--- config.mk ---
export PLATFORM = sky130hd
export DESIGN_NAME = wrr_arbiter
export DESIGN_NICKNAME = d
export VERILOG_FILES = /design/src/rtl/wrr_arbiter.sv
export SDC_FILE = /design/constraint.sdc
export NUM_CORES = 1
export LEC_CHECK = 0
export ABC_CLOCK_PERIOD_IN_PS = 5050
export BUFFER_PORTS_ARGS = -buffer_cell sky130_fd_sc_hd__buf_2
export CAP_MARGIN = 20
export CORE_ASPECT_RATIO = 1.4
export CORE_MARGIN = 1
export CORE_UTILIZATION = 42
export DETAILED_ROUTE_END_ITERATION = 16
export PLACE_DENSITY = 0.77
export SYNTH_ARGS = -nofsm -noshare
export SYNTH_HDL_FRONTEND = slang
export SYNTH_SLANG_ARGS = --single-unit
--- constraint.sdc ---
create_clock -name clock -period 5.05 [get_ports clock]
set_input_delay 1.515 -clock clock [delete_from_list [all_inputs] [get_ports clock]]
set_output_delay 1.515 -clock clock [all_outputs]
set_load 0.03 [all_outputs]
--- src/rtl/wrr_arbiter.sv ---
// Weighted round-robin arbiter: registered one-hot grant, per-client burst credit, stall freeze.
// Optional WRR_ARBITER_LOCK_EN adds a lock input that extends the current holder's burst.

module wrr_lane #(
    parameter int IDX      = 0,
    parameter int IDX_W    = 2,
    parameter int WEIGHT_W = 4
) (
    input  logic                req,
    input  logic [IDX_W-1:0]    ptr,
    input  logic [WEIGHT_W-1:0] weight,
    output logic                upper,
    output logic [WEIGHT_W-1:0] ew
);
    localparam logic [IDX_W-1:0] MY_IDX = IDX_W'(IDX);

    // A request at or above ptr belongs to the first search window.
    assign upper = req && (MY_IDX >= ptr);
    assign ew    = (weight == '0) ? WEIGHT_W'(1) : weight;
endmodule

module wrr_arbiter #(
    parameter int CLIENTS  = 32,
    parameter int WEIGHT_W = 4
) (
    input  logic                          clock,
    input  logic                          reset,
    input  logic [CLIENTS-1:0]            request,
    input  logic [CLIENTS*WEIGHT_W-1:0]   weight,
    input  logic                          stall,
`ifdef WRR_ARBITER_LOCK_EN
    input  logic                          lock,
`endif
    output logic [CLIENTS-1:0]            grant,
    output logic [$clog2(CLIENTS)-1:0]    grant_id,
    output logic                          grant_vld
);
    localparam int IDX_W = $clog2(CLIENTS);
    localparam logic [IDX_W-1:0] LAST = IDX_W'(CLIENTS - 1);

    logic [IDX_W-1:0]                   ptr;
    logic [WEIGHT_W-1:0]                credit;
    logic [CLIENTS-1:0]                 upper;
    logic [CLIENTS-1:0][WEIGHT_W-1:0]   ew;

    logic                               hit_upper;
    logic [IDX_W-1:0]                   j_upper;
    logic [IDX_W-1:0]                   j_any;
    logic [IDX_W-1:0]                   sel;
    logic                               any_req;
    logic                               holder_req;
    logic                               lock_hold;
    logic                               do_hold;
    logic [WEIGHT_W-1:0]                credit_hold;
    logic [CLIENTS-1:0]                 sel_onehot;
    logic [IDX_W-1:0]                   ptr_next;

    genvar gi;
    generate
        for (gi = 0; gi < CLIENTS; gi++) begin : g_lane
            wrr_lane #(
                .IDX      (gi),
                .IDX_W    (IDX_W),
                .WEIGHT_W (WEIGHT_W)
            ) u_lane (
                .req    (request[gi]),
                .ptr    (ptr),
                .weight (weight[gi*WEIGHT_W +: WEIGHT_W]),
                .upper  (upper[gi]),
                .ew     (ew[gi])
            );
        end
    endgenerate

    // Lowest set bit of each window; descending loop leaves the lowest index last.
    always_comb begin
        hit_upper = 1'b0;
        j_upper   = '0;
        j_any     = '0;
        for (int i = CLIENTS - 1; i >= 0; i--) begin
            if (upper[i]) begin
                hit_upper = 1'b1;
                j_upper   = IDX_W'(i);
            end
            if (request[i]) begin
                j_any = IDX_W'(i);
            end
        end
    end

    assign any_req    = |request;
    assign sel        = hit_upper ? j_upper : j_any;
    assign sel_onehot = CLIENTS'(1) << sel;
    assign ptr_next   = (sel == LAST) ? '0 : sel + IDX_W'(1);
    assign holder_req = grant_vld && request[grant_id];

`ifdef WRR_ARBITER_LOCK_EN
    assign lock_hold = lock;
`else
    assign lock_hold = 1'b0;
`endif

    // Under lock the credit may already be zero; it saturates there.
    assign do_hold     = holder_req && ((credit != '0) || lock_hold);
    assign credit_hold = (credit == '0) ? '0 : credit - WEIGHT_W'(1);

    always_ff @(posedge clock or posedge reset) begin
        if (reset) begin
            grant     <= '0;
            grant_id  <= '0;
            grant_vld <= 1'b0;
            ptr       <= '0;
            credit    <= '0;
        end else if (!stall) begin
            if (do_hold) begin
                credit <= credit_hold;
            end else if (any_req) begin
                grant     <= sel_onehot;
                grant_id  <= sel;
                grant_vld <= 1'b1;
                credit    <= ew[sel] - WEIGHT_W'(1);
                ptr       <= ptr_next;
            end else begin
                grant     <= '0;
                grant_id  <= '0;
                grant_vld <= 1'b0;
            end
        end
    end
endmodule

# Word-level counts from Yosys, hierarchy flattened
# Index checks and enable logic that the tools add are counted.
[totals]
word_cells = 259
ff_bits = 47
in_bits = 163
[op_classes]
reduce_logical = 73
n_eq_ne = 1
shifts = 1
bitwise = 2
order_cmp = 34
addsub = 3
n_mux = 140
[op_table]
columns = ["cell", "count"]
rows = [
  ["two-way mux 5 bit", 67],
  ["two-way mux 4 bit", 36],
  ["logical NOT 4 bit", 33],
  ["greater-or-equal comparator 5 bit, first input constant", 16],
  ["greater-or-equal comparator 4 x 5 -> 1 bit, first input constant", 8],
  ["logical AND 1 bit", 34],
  ["two-way mux 1 bit", 34],
  ["two-way mux 32 bit", 1],
  ["OR reduction 32 bit", 1],
  ["<< shifter 1 x 5 -> 32 bit, first input constant", 1],
  ["binary-select mux 4 bit (select 5 bit)", 1],
  ["greater-or-equal comparator 3 x 5 -> 1 bit, first input constant", 4],
  ["less-than comparator 5 x 6 -> 1 bit, second input constant", 2],
  ["greater-or-equal comparator 1 x 5 -> 1 bit, first input constant", 2],
  ["greater-or-equal comparator 2 x 5 -> 1 bit, first input constant", 2],
  ["subtractor 4 x 1 -> 4 bit, second input constant", 2],
  ["adder 5 x 1 -> 5 bit, second input constant", 1],
  ["binary-select mux 1 bit (select 5 bit)", 1],
  ["equality test 5 bit, second input constant", 1],
  ["AND reduction 2 bit", 2],
  ["nonzero test 4 bit", 1],
  ["AND reduction 3 bit", 1],
  ["inverter 1 bit", 2],
  ["nonzero test 2 bit", 1],
]

# Longest topological paths before layout
[depth]
depth_word = 40
ltp_mapped = 18

# Hierarchy
# Synthesis repeated with hierarchy kept, for this count alone.
[hier_totals]
hier_cells = 739
area_unflattened_um2 = 5482.8
[by_module_without_submodules]
columns = ["module", "area_per_inst_um2", "cells_each", "instances"]
rows = [
  ["wrr_arbiter", 4295.4, 513, 1],
  ["wrr_lane (g_lane[14].u_lane ...)", 37.5, 7, 5],
  ["wrr_lane (g_lane[0].u_lane ...)", 42.5, 7, 3],
  ["wrr_lane (g_lane[21].u_lane ...)", 37.5, 8, 3],
  ["wrr_lane (g_lane[17].u_lane ...)", 36.3, 7, 3],
  ["wrr_lane (g_lane[23].u_lane ...)", 30.0, 6, 3],
  ["wrr_lane (g_lane[13].u_lane ...)", 41.3, 7, 2],
  ["wrr_lane (g_lane[26].u_lane ...)", 38.8, 8, 2],
  ["wrr_lane (g_lane[1].u_lane ...)", 35.0, 7, 2],
  ["wrr_lane (g_lane[11].u_lane ...)", 33.8, 7, 2],
  ["wrr_lane (g_lane[8].u_lane)", 43.8, 7, 1],
  ["wrr_lane (g_lane[10].u_lane)", 41.3, 8, 1],
  ["wrr_lane (g_lane[20].u_lane)", 40.0, 8, 1],
  ["wrr_lane (g_lane[12].u_lane)", 38.8, 7, 1],
  ["+3 rows", "-", "-", "-"],
]

# Worst setup path before layout
# Ideal clock, no wire load.
[synth_path]
path_kind = "in2reg"
start = "input port request[26]"
end = "register credit[2]"
slack_ps = 481
t_arrival_ps = 4475
stages = 16
setup_time_ps = 94
required_ps = 4956
cell_sequence = "nor2b_1 a222oi_1 nand4_1 nand3b_4 nor4_2 or2_1 buf_6 buf_6 mux2i_1 mux2i_1 mux2_2 a2bb2oi_1 nand3_2 ha_1 xor2_1 a221oi_2"
[synth_via]
elab_chain_cells = 34
elab_cells_between_ends = 95
classes_between = "add/sub (1); mux (88); reduce/logical (6)"
[synth_lines]
columns = ["element", "line_no", "text"]
rows = [
  ["start, declared", "28", "input logic [CLIENTS-1:0] request,"],
  ["logical AND 1 bit", "18", "assign upper = req && (MY_IDX >= ptr);"],
  ["two-way mux 5 bit or two-way mux 1 bit (tied branches) (27 in series)", "81", "if (upper[i]) begin"],
  ["two-way mux 5 bit", "92", "assign sel = hit_upper ? j_upper : j_any;"],
  ["binary-select mux 4 bit (select 5 bit)", "121", "credit <= ew[sel] - WEIGHT_W'(1);"],
  ["two-way mux 4 bit (implied by the code)", "121", ""],
  ["subtractor 4 x 1 -> 4 bit", "121", ""],
  ["two-way mux 4 bit", "117", "end else if (any_req) begin"],
  ["two-way mux 4 bit", "115", "if (do_hold) begin"],
  ["end signal, assigned", "116", "credit <= credit_hold;"],
  ["end signal, assigned", "121", ""],
  ["end, declared", "42", "logic [WEIGHT_W-1:0] credit;"],
]
# Parallel ways exist; a longest one is shown, timed or not. The select of a mux whose other input is x is not followed.
# A chain may end at the register's enable or synchronous reset.

# Worst setup path in the final report
[layout_path]
start = "input port request[26]"
end = "register credit[1]"
# The elaborated chain is that of the path after synthesis.

==> summary.txt <==
================================================================================
Final GP Congestion                                                        0.999
Highest clock rate                                                       216 MHz
Number of placement rows                                                      47
Inserted Clock Buffers                                                         5
Buffers on Ports                                                             200
Post-synth ARST share                                                       1.00
Post-Synth Simple-Gate Area                                                0.258
Post-synthesis adder-cell area fraction                                   0.0192
Post-synth top flop                                                 sky130_fd_sc_hd__dfrtp_1
WP data required                                                         5.22 ns
Final Skew                                                            0.00732 ns
Max Root-Sink Buffers                                                          2
Switching power total                                                  0.00185 W
Worst slew pin tran                                                     0.958 ns
Total global-route track usage                                             0.289
Crit. Startpoint                                                     request[26]
Netlist area before placement                                        0.00520 mm2
Met3 Routed Length                                                        944 um
Die H                                                                     134 um
Total internal power                                                   0.00180 W
Instance count along the most critical hold path                               2
Die X-Extent                                                             96.0 um
Clk slew on worst S/H paths                                              0.06 ns
Fraction of final layout cells with drive strength greater than 1          0.335
Static Leakage                                                           3.08 nW
Sw frac                                                                    0.507
Power share of the clock group                                             0.086
Rel. slew slack                                                            0.360
Residual overflow from global routing                                          0
Wl on met1                                                               7.35 mm
Reg-to-reg critical path startpoint                                 ptr[3]$_DFFE_PP0P_
Antenna diode instance count                                                   0
Number of routed nets with antenna violations                                  0
Overall via count from detail_route                                        5,979
Starting utilization of the core area                                      0.436
Crit path max fanout                                                          16
Worst hold-check path type                                               reg2reg
Placed inst area                                                     0.00637 mm2
WL/cell                                                                  18.8 um
Pin count of the biggest net entering global routing                          48
Via count of the first global-routing pass                                 5,830
H-tree depth reported by CTS                                                   2
Crit-path slowest cell                                              sky130_fd_sc_hd__a222oi_1
Worst hold path startpoint                                          grant[25]$_DFFE_PP0P_
Clock tree root buffer cell                                         sky130_fd_sc_hd__clkbuf_16
Tcrit/Tclk final                                                           0.916
Total Nets Final                                                           1,000
Maximum cell stage delay along the critical path                         0.43 ns
Run status                                                             completed
Largest vdd supply drop                                                   301 uV
Area fraction in compound gates after synthesis                            0.276
Area growth from synthesis to layout                                       25.2%
# Post-CTS Setup Buffers                                                       0
Part of the power in combinational logic                                   0.739
Number of fill cells in the layout                                         1,146
Number of antenna violations at the first check in global routing              0
TritonCTS clock tree                                                        done
Clock latency on the worst-skew pair                                     0.29 ns
Top-level I/O count                                                          201
Mean instance size in the synthesized netlist                           8.23 um2
Routed wire length on met2                                               9.41 mm
Total die area                                                        0.0128 mm2
Clock period minus final worst setup slack                               4.62 ns
Unrepaired setup endpoints after global routing                            false
TritonCTS Sinks                                                               47
Wirelength, routed                                                       18.3 mm
Power per standard cell area                                          560 mW/mm2
DRC Markers                                                                    0
Sequential share of power                                                  0.176
Number of nets produced by synthesis                                         803
Depth of the most critical reg-to-reg path                                    14
Setup TNS                                                                   0 ns
Category of the most critical setup path                                  in2reg
Wire length of the first global-routing pass                             29.1 mm
Yosys warning count                                                            0
Total of max-cap violations                                                    0
Avg Vias per Cell                                                           6.12
First-pass iteration count of the detailed router                              5
Kind of end point of the critical path                                  register
Placeable core region                                                 0.0119 mm2
Detailed Place HPWL                                                      14.7 mm
Multiplexer area fraction after synthesis                                  0.154
Setup-violating endpoint count in the final report                             0
Library cells used by synthesis                                               83
Syn Inst Count                                                               632
Arrival time reported for the critical path endpoint                     4.79 ns
Cts hold-fix bufs                                                              0
Sequential cell area fraction in the yosys report                          0.226
Worst hold-check slack                                                  0.478 ns
Total of flip-flops plus latches after synthesis                              47
Initial detailed-routing violation count                                     428
Final std cell area, no fill                                         0.00651 mm2
Pins Over Slew Limit                                                           0
Sequence of cells on the critical path                              buf_2 -> nor2b_1 -> a222oi_1 -> nand4_1 -> nand3b_4 -> or2_4 -> o221ai_4 -> inv_2 -> mux2i_1 -> mux2_2 -> a2bb2oi_1 -> nand3_2 -> ha_1 -> o21ai_0 -> a32o_1
Top metal layer carrying routed signals                                     met4
Count of flip-flops with a built-in enable after synthesis                     0
Worst setup SP type                                                    input pin
Post-cts resize count                                                          0
Largest family of logic cells by synthesized area                   compound AO/OA/AOI/OAI gates
Final Hold Vio Count                                                           0
Share of the synthesized netlist area taken by xor and xnor gates        0.00337
================================================================================
-- final timing paths --
| path | slack [ns] | endpoint |
|---|---|---|
| worst max-delay path | 0.43 | credit[1]$_DFFE_PP0P_ |
| worst min-delay path | 0.48 | grant[25]$_DFFE_PP0P_ |
| worst max register to register | 0.70 | credit[1]$_DFFE_PP0P_ |
| worst min register to register | 0.48 | grant[25]$_DFFE_PP0P_ |
| max in group asynchronous | 3.00 | credit[1]$_DFFE_PP0P_ |
| min in group asynchronous | 1.45 | grant[28]$_DFFE_PP0P_ |
-- final cells by class --
type,instances,area [um2],share of cell area
Tap cell,147,184,0.0282
Multi-Input combinational cell,530,3710,0.569
Timing Repair Buffer,226,1230,0.189
Clock buffer,7,133,0.0204
Sequential cell,47,1180,0.181
Clock inverter,1,5.00,0.000769
Inverter,19,73.8,0.0113
-- metal layers --
layer,vias to the layer above,track usage
li1,2847,-
met1,2814,0.354
met2,270,0.503
met3,48,0.0348
met4,0,0.111
met5,-,0
-- power groups by stage --
stage	registers [W]	logic (W)	clock network [W]
after CTS	0.000636	0.00267	0.000317
final	0.000640	0.00269	0.000312
after detailed placement	0.000643	0.00266	0
after global routing	0.000659	0.00291	0.000335
after floorplan	0.000617	0.00199	0
after global placement	0.000639	0.00264	0
-- metrics by stage --
| stage | std cells | utilization | total power [W] | setup slack, ns |
|---|---|---|---|---|
| after global placement | 969 | 0.534 | 0.00328 | 0.142 |
| after global routing | 977 | 0.545 | 0.00390 | 0.177 |
| after CTS | 977 | 0.545 | 0.00362 | 0.422 |
| final | 977 | 0.545 | 0.00364 | 0.426 |
| after detailed placement | 969 | 0.534 | 0.00330 | 0.136 |
| after floorplan | 632 | - | 0.00261 | 0.481 |
-- cells in the final DEF (no fill, tap or decap), drive strengths merged, types with 10 or more instances in the layout --
master  count
buf       226
nand2      76
nor2       54
mux2i      51
dfrtp      47
nor3       46
o21ai      44
a21oi      22
inv        19
a32o       17
a22oi      12
or3        11
nand3      11
mux4       10
a22o       10
nor4       10
-- state kept, by name (all words and copies together) (netlist names) --
name       cells
credit         4
grant         32
grant_id       5
grant_vld      1
ptr            5
-- cell usage after synthesis, types with 8 or more instances --
master / count / area share
sky130_fd_sc_hd__or3_1: 11 / 0.013
sky130_fd_sc_hd__a32o_1: 17 / 0.033
sky130_fd_sc_hd__a22oi_1: 12 / 0.017
sky130_fd_sc_hd__ha_1: 8 / 0.019
sky130_fd_sc_hd__nor2_1: 48 / 0.035
sky130_fd_sc_hd__nand3_1: 10 / 0.0096
sky130_fd_sc_hd__inv_1: 15 / 0.011
sky130_fd_sc_hd__nor3_1: 46 / 0.044
sky130_fd_sc_hd__and3_1: 9 / 0.011
sky130_fd_sc_hd__nand2_1: 75 / 0.054
sky130_fd_sc_hd__buf_2: 9 / 0.0087
sky130_fd_sc_hd__clkbuf_1: 12 / 0.0087
sky130_fd_sc_hd__o21ai_0: 39 / 0.038
sky130_fd_sc_hd__a21oi_1: 22 / 0.021
sky130_fd_sc_hd__mux2i_1: 51 / 0.098
sky130_fd_sc_hd__dfrtp_1: 47 / 0.23
sky130_fd_sc_hd__mux4_2: 10 / 0.043
sky130_fd_sc_hd__a22o_1: 10 / 0.017
sky130_fd_sc_hd__nor2b_1: 8 / 0.0096
sky130_fd_sc_hd__nand2b_1: 8 / 0.0096
-- critical path, delay by kind of cell --
kind / cells / cell delay, ns
buf+inv: 2 / 0.34
fa+ha+maj: 1 / 0.29
compound gates: 5 / 1.26
mux: 2 / 0.44
simple gates: 5 / 0.95
-- cells by family (layout without fill, tap and decap cells) --
logic type,Yosys count,count (layout)
AND/OR/NAND/NOR,262,262
AO/OA/AOI/OAI,191,191
multiplexers,67,67
buffers and inverters,55,253
flip-flops,47,47
adder cells (fa/ha/maj),8,8
XOR/XNOR,2,2
Note: power is estimated with default switching activity, not from simulation.
